$ cat config.mk
export PLATFORM = sky130hd
export DESIGN_NAME = stack_queue_buffer
export DESIGN_NICKNAME = d
export VERILOG_FILES = /design/src/rtl/stack_queue_buffer_pkg.sv /design/src/rtl/stack_queue_buffer_buffer_mem.sv /design/src/rtl/stack_queue_buffer.sv
export SDC_FILE = /design/constraint.sdc
export NUM_CORES = 1
export LEC_CHECK = 0
export ABC_CLOCK_PERIOD_IN_PS = 4200
export CAP_MARGIN = 20
export CORE_AREA = 2 2 165 167
export DETAILED_ROUTE_END_ITERATION = 16
export DIE_AREA = 0 0 167 169
export PLACE_DENSITY = 0.66
export SKIP_CTS_REPAIR_TIMING = 1
export SYNTH_ARGS = -nofsm -noshare
export SYNTH_HDL_FRONTEND = slang
export SYNTH_HIERARCHICAL = 1
export SYNTH_SLANG_ARGS = --single-unit
$ cat constraint.sdc
create_clock -name clock -period 4.2 [get_ports clock]
set_input_delay 1.26 -clock clock [delete_from_list [all_inputs] [get_ports clock]]
set_output_delay 1.26 -clock clock [all_outputs]
set_load 0.03 [all_outputs]
$ cat src/rtl/stack_queue_buffer_pkg.sv
// Shared mode encodings and sizing/pointer helpers for the stack/queue buffer.
package stack_queue_buffer_pkg;

  localparam logic MODE_LIFO = 1'b0;
  localparam logic MODE_FIFO = 1'b1;

  // Ceiling log2, with a minimum result of 0 for n <= 1.
  function automatic int clog2(input int n);
    int r;
    r = 0;
    while ((1 << r) < n) r++;
    return r;
  endfunction

  // Wrap by explicit compare so DEPTH need not be a power of two.
  function automatic int ptr_inc(input int p, input int depth);
    return (p == depth - 1) ? 0 : p + 1;
  endfunction

endpackage

$ cat src/rtl/stack_queue_buffer_buffer_mem.sv
// DEPTH x WIDTH storage: one synchronous write port, one read port registered into q.
// A read returns the pre-edge contents even when the same entry is written on that edge.
module buffer_mem #(
  parameter int WIDTH = 16,
  parameter int DEPTH = 16,
  parameter int AW    = 4
) (
  input  logic             clock,
  input  logic             reset,
  input  logic             we,
  input  logic [AW-1:0]    waddr,
  input  logic [WIDTH-1:0] wdata,
  input  logic             re,
  input  logic [AW-1:0]    raddr,
  output logic [WIDTH-1:0] q,
  output logic             q_valid
);

  logic [WIDTH-1:0] mem [DEPTH];

  always_ff @(posedge clock) begin
    if (we) mem[waddr] <= wdata;
  end

  always_ff @(posedge clock) begin
    if (!reset) begin
      q       <= '0;
      q_valid <= 1'b0;
    end else begin
      q_valid <= re;
      if (re) q <= mem[raddr];
    end
  end

endmodule

$ cat src/rtl/stack_queue_buffer.sv
// Run-time selectable LIFO/FIFO buffer; pop data appears in q one edge after the accepted pop.
// Rejected pushes/pops change nothing but a sticky overflow/underflow flag.
module stack_queue_buffer
  import stack_queue_buffer_pkg::*;
#(
  parameter int WIDTH       = 16,
  parameter int DEPTH       = 16,
  parameter int AFULL_LEVEL = DEPTH - 2
) (
  input  logic                        clock,
  input  logic                        reset,
  input  logic [WIDTH-1:0]            data,
  input  logic                        push,
  input  logic                        pop,
  input  logic                        mode,
  input  logic                        clear_err,
  output logic [WIDTH-1:0]            q,
  output logic                        q_valid,
  output logic [clog2(DEPTH+1)-1:0]   count,
  output logic                        empty,
  output logic                        full,
  output logic                        almost_full,
  output logic                        mode_q,
  output logic                        overflow,
  output logic                        underflow
);

  localparam int PW = clog2(DEPTH);
  localparam int CW = clog2(DEPTH + 1);

  logic [PW-1:0] wp, rp, waddr, raddr;
  logic [CW-1:0] sp, next_count;
  logic          pop_ok, push_ok, mode_chg, mem_we;

  // In LIFO mode the stack pointer is the occupancy itself.
  assign sp = count;

  always_comb begin
    pop_ok   = pop && (count != '0);
    push_ok  = push && ((count < CW'(DEPTH)) || pop_ok);
    mode_chg = (count == '0) && !push;
    mem_we   = reset && push_ok;

    next_count = count;
    if (push_ok && !pop_ok)      next_count = count + 1'b1;
    else if (pop_ok && !push_ok) next_count = count - 1'b1;

    if (mode_q == MODE_FIFO) begin
      waddr = wp;
      raddr = rp;
    end else begin
      // Push+pop replaces the top in place after it has been read out.
      raddr = PW'(sp - 1'b1);
      waddr = pop_ok ? PW'(sp - 1'b1) : PW'(sp);
    end
  end

  always_ff @(posedge clock) begin
    if (!reset) begin
      count       <= '0;
      wp          <= '0;
      rp          <= '0;
      empty       <= 1'b1;
      full        <= 1'b0;
      almost_full <= 1'b0;
      mode_q      <= MODE_LIFO;
      overflow    <= 1'b0;
      underflow   <= 1'b0;
    end else begin
      count       <= next_count;
      empty       <= (next_count == '0);
      full        <= (next_count == CW'(DEPTH));
      almost_full <= (next_count >= CW'(AFULL_LEVEL));
      overflow    <= (push && !push_ok) || (overflow && !clear_err);
      underflow   <= (pop && !pop_ok) || (underflow && !clear_err);

      if (mode_chg) begin
        mode_q <= mode;
        wp     <= '0;
        rp     <= '0;
      end else if (mode_q == MODE_FIFO) begin
        if (push_ok) wp <= PW'(ptr_inc(int'(wp), DEPTH));
        if (pop_ok)  rp <= PW'(ptr_inc(int'(rp), DEPTH));
      end
    end
  end

  buffer_mem #(
    .WIDTH (WIDTH),
    .DEPTH (DEPTH),
    .AW    (PW)
  ) u_mem (
    .clock   (clock),
    .reset   (reset),
    .we      (mem_we),
    .waddr   (waddr),
    .wdata   (data),
    .re      (pop_ok),
    .raddr   (raddr),
    .q       (q),
    .q_valid (q_valid)
  );

endmodule

Word-level counts from Yosys, hierarchy flattened
Memories as Yosys holds them, arrays and structs flattened. A register that Yosys moved wholly into a read port is not among the register bits.
Cells that the tools add are included.
W data, S select, Z words.
{"block": "word_totals", "register_bits": 20, "ram_bits": 256, "inputBits": 22, "output_inout_bits": 28, "mem_count": 1}
{"block": "op_classes", "add_sub_neg": 4, "order_cmp": 2, "n_eq_ne": 3, "muxes": 9, "bitwise": 1, "n_reduce_logical": 24}
{"memory": "u_mem.mem", "words": 16, "width": 16, "read_ports": 1, "rd_clocked_by_memory_dff": 1, "write_ports": 1, "line": "stack_queue_buffer_buffer_mem.sv:19", "text": "logic [WIDTH-1:0] mem [DEPTH];"}
{"op": "$mux W4", "n": 5}
{"op": "$logic_and A1 B1 Y1", "n": 10}
{"op": "$logic_not A5 Y1", "n": 2}
{"op": "$mux W5", "n": 2}
{"op": "$add A4 B1 Y4 const B", "n": 2}
{"op": "$eq A4 B1 Y1 const B", "n": 2}
{"op": "$add A5 B1 Y5 const B", "n": 1}
{"op": "$eq A5 B5 Y1 const B", "n": 1}
{"op": "$ge A5 B4 Y1 const B", "n": 1}
{"op": "$logic_not A1 Y1", "n": 5}
{"op": "$lt A5 B5 Y1 const B", "n": 1}
{"op": "$reduce_bool A5 Y1", "n": 1}
{"op": "$sub A5 B1 Y5 const B", "n": 1}
{"op": "$reduce_and A2 Y1", "n": 2}
{"op": "$logic_or A1 B1 Y1", "n": 3}
{"op": "$mux W1", "n": 2}
{"op": "$reduce_or A2 Y1", "n": 1}
{"op": "$not A1 Y1", "n": 1}

Longest topological paths before layout
{"block": "logic_depth", "word_depth": 9, "mapped_depth": 12, "depth_no_buf": 9}

Modules after synthesis
Netlist, hierarchy kept.
{"mod": "buffer_mem", "n_inst": 1, "cells_per_inst": 610, "area_each_um2": 10558.9}
{"mod": "stack_queue_buffer", "n_inst": 1, "cells_per_inst": 138, "area_each_um2": 1206.2}

Least setup slack after synthesis
OpenSTA, ideal clock, no wires.
{"block": "synth_path", "path_type": "flip-flop to flip-flop", "start": "register count[0]", "end": "memory u_mem.mem[0][0], enable pin", "setup_time_ns": 0.409, "arrival_time_ns": 3.810, "path_slack_ns": -0.019, "stages_incl_launch_ff": 12, "n_path_buf": 2, "period_less_slack_ns": 4.219, "cell_sequence": "dfxtp_1 inv_1 ha_1 or4b_4 buf_6 and2_1 buf_4 nand2_1 xor2_1 o21ai_0 or3b_2 nor3_1"}
{"block": "synth_between", "elab_cells_between_ends": 11, "classes_between": "1 x add/sub; 1 x order compare; 4 x mux; 5 x reduce/logical"}
{"element": "start, declared", "line": "stack_queue_buffer.sv:19", "text": "output logic [clog2(DEPTH+1)-1:0] count,"}
{"element": "start signal, assigned", "line": "stack_queue_buffer.sv:70", "text": "count <= next_count;"}
{"element": "$reduce_bool A5 Y1", "line": "stack_queue_buffer.sv:39", "text": "pop_ok = pop && (count != '0);"}
{"element": "$logic_and A1 B1 Y1", "line": "stack_queue_buffer.sv:39"}
{"element": "via pop_ok", "line": "stack_queue_buffer.sv:33", "text": "logic pop_ok, push_ok, mode_chg, mem_we;"}
{"element": "$mux W4", "line": "stack_queue_buffer.sv:54", "text": "waddr = pop_ok ? PW'(sp - 1'b1) : PW'(sp);"}
{"element": "$mux W4", "line": "stack_queue_buffer.sv:48", "text": "if (mode_q == MODE_FIFO) begin"}
{"element": "via waddr[2]", "line": "stack_queue_buffer.sv:31", "text": "logic [PW-1:0] wp, rp, waddr, raddr;"}
{"element": "end, declared", "line": "stack_queue_buffer_buffer_mem.sv:19"}
The timed path passes the listed nets, and every way through them passes these cells.

Final worst setup path
{"block": "layout_path", "start": "register count[0]", "end": "memory u_mem.mem[0][13], enable pin"}
{"block": "layout_between", "elab_cells_between_ends": 11, "classes_between": "1 x add/sub; 1 x order compare; 4 x mux; 5 x reduce/logical"}
{"element": "branches (longest 2 deep; another with $sub A5 B1 Y5)"}
{"element": "$mux W4 (*)", "line": "stack_queue_buffer.sv:54"}
{"element": "$mux W4 (*)", "line": "stack_queue_buffer.sv:48"}
{"element": "via waddr[2]", "line": "stack_queue_buffer.sv:31"}
Mark *: on every way through the listed nets, which the timed path passes.

==> summary.md <==
| Metric | Value |
|---|---|
| Result of the run | completed |
| Final hold viol count | 0 |
| Detailed-routing iteration count for the pre-antenna-repair pass | 6 |
| Residual DRC | 0 |
| CTS tree | built |
| Simple-Gate Fraction of Synth Area | 6.392% |
| Endpoints failing setup | 0 |
| Worst setup path category | reg2reg |
| Placer's final routability congestion estimate | 0.7980 |
| Synthesized cell area | 11,770 µm² |
| Clock H-tree levels | 1 |
| Share of post-route cells with drive strength above 1 | 13.11% |
| Max-slew headroom | 51.62% |
| Final global-route overflow total | 0 |
| Number of standard cells after synthesis | 748 |
| Class of the tightest hold or removal check | reg2reg |
| Crit-path max FO | 16 |
| Slew Viols, Final | 0 |
| Post-detailed-route via-to-cell ratio | 5.533 |
| GR Util met1 | 25.31% |
| PortBufs | 49 |
| Flops & latches, synth | 292 |
| Drt initial violations | 512 |
| First-pass GRT wire length | 38,990 µm |
| Mapped Nets | 774 |
| Wirelength, routed | 26,140 µm |
| Root Buffer Master | sky130_fd_sc_hd__clkbuf_16 |
| Post-Route Skew | 0.007225 ns |
| Share of synthesized area occupied by flip-flops and latches | 71.47% |
| Width of the die | 167 µm |
| Busiest grt layer | met2 |
| Maximum clock frequency | 284.9 MHz |
| Mux share of post-synthesis cell area | 11.43% |
| Number of max-capacitance violations reported | 0 |
| Core Area | 26,500 µm² |
| Power Density | 731.4 nW/µm² |
| Effective utilization at floorplan | 44.40% |
| Average wire length per cell after detail routing | 22.15 µm |
| Cell with the largest stage delay on the worst path | sky130_fd_sc_hd__or3b_2 |
| IO Pins | 50 |
| Die Span Y | 169 µm |
| Sequence of cells on the critical path | inv_1, ha_1, or4b_4, and2_1, nand2_1, xor2_1, o21ai_0, or3b_2, nor3_4, buf_4 |
| Transition time of the tightest slew-check pin | 0.7248 ns |
| Final net count | 845 |
| All-layer global routing usage | 18.38% |
| Worst R2R Setup Slack | 0.69 ns |
| Unrepaired setup endpoints after global routing | false |
| Cell leakage power | 0.004810 µW |
| Average instance area after synthesis | 15.73 µm² |
| Area Growth Syn to Fin | 15.49% |
| Total power consumption of the routed design | 9938 µW |
| Number of antenna cells inserted | 0 |
| Part of the cycle the worst path needs | 83.57% |
| XOR/XNOR share of the synthesized area | 0.9678% |
| Die Footprint | 28,220 µm² |
| Via total after detailed routing | 6,529 |
| Share of the synthesized area in compound gates (AO/OA/AOI/OAI) | 6.083% |
| Number of antenna violations at the first check in global routing | 0 |
| Critical Path RT | 4.43 ns |
| Most area-consuming cells after synthesis | sky130_fd_sc_hd__edfxtp_1, sky130_fd_sc_hd__mux2i_1, sky130_fd_sc_hd__dfxtp_1 |
| Via count of the first global-routing pass | 6,385 |
| TritonCTS buffer count | 29 |
| Met2 track demand over resource | 30.85% |
| Clock Sink Count | 292 |
| Clk pin slew, worst setup/hold paths | 0.06 ns |
| Maximum number of pins on one net before global-route repair | 69 |
| Clock insertion delay at the later pin of the skew report | 0.55 ns |
| Row Count | 60 |
| Setup crit end kind | register |
| Post-route ant nets | 0 |
| IR Drop Worst-Case VDD | 0.0007411 V |
| Share of Yosys cell area claimed by the top area cell type | 65.34% |
| Placed wire-length estimate | 15,250 µm |
| Placed Area | 12,690 µm² |
| Total non-filler cell area in the finished layout | 13,590 µm² |
| Fill cell total of the finished layout | 2,151 |
| Final setup TNS | 0 ns |
| CP startpoint kind | register |
| Post-synth cell types | 53 |
| Yosys Warn Count | 6 |
| Final period demand of the worst path | 3.510 ns |
| Critical Path AT | 3.74 ns |
| Combinational family with the most area after synthesis | multiplexers |
| Synthesized-area fraction occupied by adder cells | 0.4254% |
| Biggest area consumer among synthesized cells | sky130_fd_sc_hd__edfxtp_1 |
| Met3 GRT Util | 2.104% |
| Largest buffer count on any clock path | 3 |
| Delay of the slowest cell on the worst path | 0.62 ns |
==> registers in the layout, summed over array words and instances, names as in the netlist <==
signal	count
full	1
u_mem/q	16
count	5
wp	4
u_mem/mem	256
empty	1
almost_full	1
mode_q	1
overflow	1
underflow	1
rp	4
u_mem/q_valid	1
==> worst max-delay path, delay by kind of cell (launching register included) <==
| family | cells | cell delay, ns |
|---|---|---|
| AOI/OAI and AO/OA | 1 | 0.15 |
| xor gates and xnor gates | 1 | 0.16 |
| adders and majority gates | 1 | 0.31 |
| buffers and inverters | 2 | 0.51 |
| DFF | 1 | 0.34 |
| and+or+nand+nor | 5 | 1.70 |
==> logic make-up after synthesis <==
family,count (synthesis)
and+or+nand+nor,157
AOI/OAI and AO/OA,100
buffers and inverters,51
muxes,134
xor gates and xnor gates,10
DFF,292
adders and majority gates,4
==> per-stage QoR <==
stage                     instances  worst slack (ns)  utilization [%]  hold WS, ns
final                          1180            0.6899            51.27       0.4551
after global routing           1180            0.5435            51.27       0.4799
after CTS                      1180            0.7036            51.27       0.4607
after detailed placement       1129            0.3602            47.90       0.4442
after global placement         1129            0.4330            47.90       0.4427
after floorplan                 748            0.2595                -       0.4712
==> Yosys cell counts (all sizes together) <==
cell,count
a211o,1
a211oi,1
a21boi,3
a21oi,22
a221oi,2
a22oi,49
a311o,1
a311oi,1
a31oi,2
a32o,1
a32oi,1
a41oi,2
and2,9
and3,2
buf,29
clkbuf,15
dfxtp,36
edfxtp,256
ha,4
inv,7
mux2,3
mux2i,131
nand2,53
nand2b,3
nand3,54
nand3b,2
nor2,18
nor2b,6
nor3,5
nor4,1
o211a,1
o21ai,10
o22ai,1
o32a,1
o41ai,1
or3,1
or3b,2
or4b,1
xnor2,5
xor2,5
==> cell usage in the layout (no fill, tap or decap), types with 4 or more instances in the layout <==
cell                              synthesis  final
sky130_fd_sc_hd__mux2i_1                131    131
sky130_fd_sc_hd__nor2_2                   0     13
sky130_fd_sc_hd__clkbuf_16                0     29
sky130_fd_sc_hd__buf_4                    3     33
sky130_fd_sc_hd__o21ai_0                  9      8
sky130_fd_sc_hd__nand2_1                 53     53
sky130_fd_sc_hd__ha_1                     4      4
sky130_fd_sc_hd__clkdlybuf4s50_1          0     49
sky130_fd_sc_hd__a21oi_1                 22     22
sky130_fd_sc_hd__xor2_1                   4      4
sky130_fd_sc_hd__and2_1                   7      7
sky130_fd_sc_hd__nand3_1                 54     54
sky130_fd_sc_hd__a22oi_1                 49     49
sky130_fd_sc_hd__nor2_1                  18      5
sky130_fd_sc_hd__inv_1                    7      7
sky130_fd_sc_hd__xnor2_1                  4      4
sky130_fd_sc_hd__edfxtp_1               256    256
sky130_fd_sc_hd__clkinv_1                 0      8
sky130_fd_sc_hd__dfxtp_1                 36     36
sky130_fd_sc_hd__clkbuf_1                14      4
sky130_fd_sc_hd__clkinv_2                 0      4
==> final timing paths <==
check	depth (start not counted)	to	startpoint
worst max-delay path	10	u_mem/mem[0][13]	count[0]
worst min-delay path	2	u_mem/q[12]	u_mem/q[12]
worst max register to register	10	u_mem/mem[0][13]	count[0]
worst min register to register	2	u_mem/q[12]	u_mem/q[12]
==> area by class of cell <==
type / instances / area, µm² / share of cell area (%)
Multi-Input combinational cell: 405 / 3054 / 22.48
Inverter: 7 / 26.28 / 0.1934
Sequential cell: 292 / 8408 / 61.88
Clock inverter: 18 / 153.9 / 1.133
Timing Repair Buffer: 84 / 778.2 / 5.727
Tap cell: 341 / 426.7 / 3.140
Clock buffer: 33 / 740.7 / 5.451
==> per-layer routing <==
metal / vias up / part of all wire [%]
li1: 3033 / -
met1: 3301 / 44
met3: 37 / 4.3
met5: - / 0
met2: 158 / 49
met4: 0 / 2.6
==> where the power goes <==
group	leakage, µW	switching [µW]	internal (µW)
Clock	0.000433	1060	1390
Sequential	0.00260	139	3440
Combinational	0.00178	2380	1540
(Power assumes the default switching activity.)
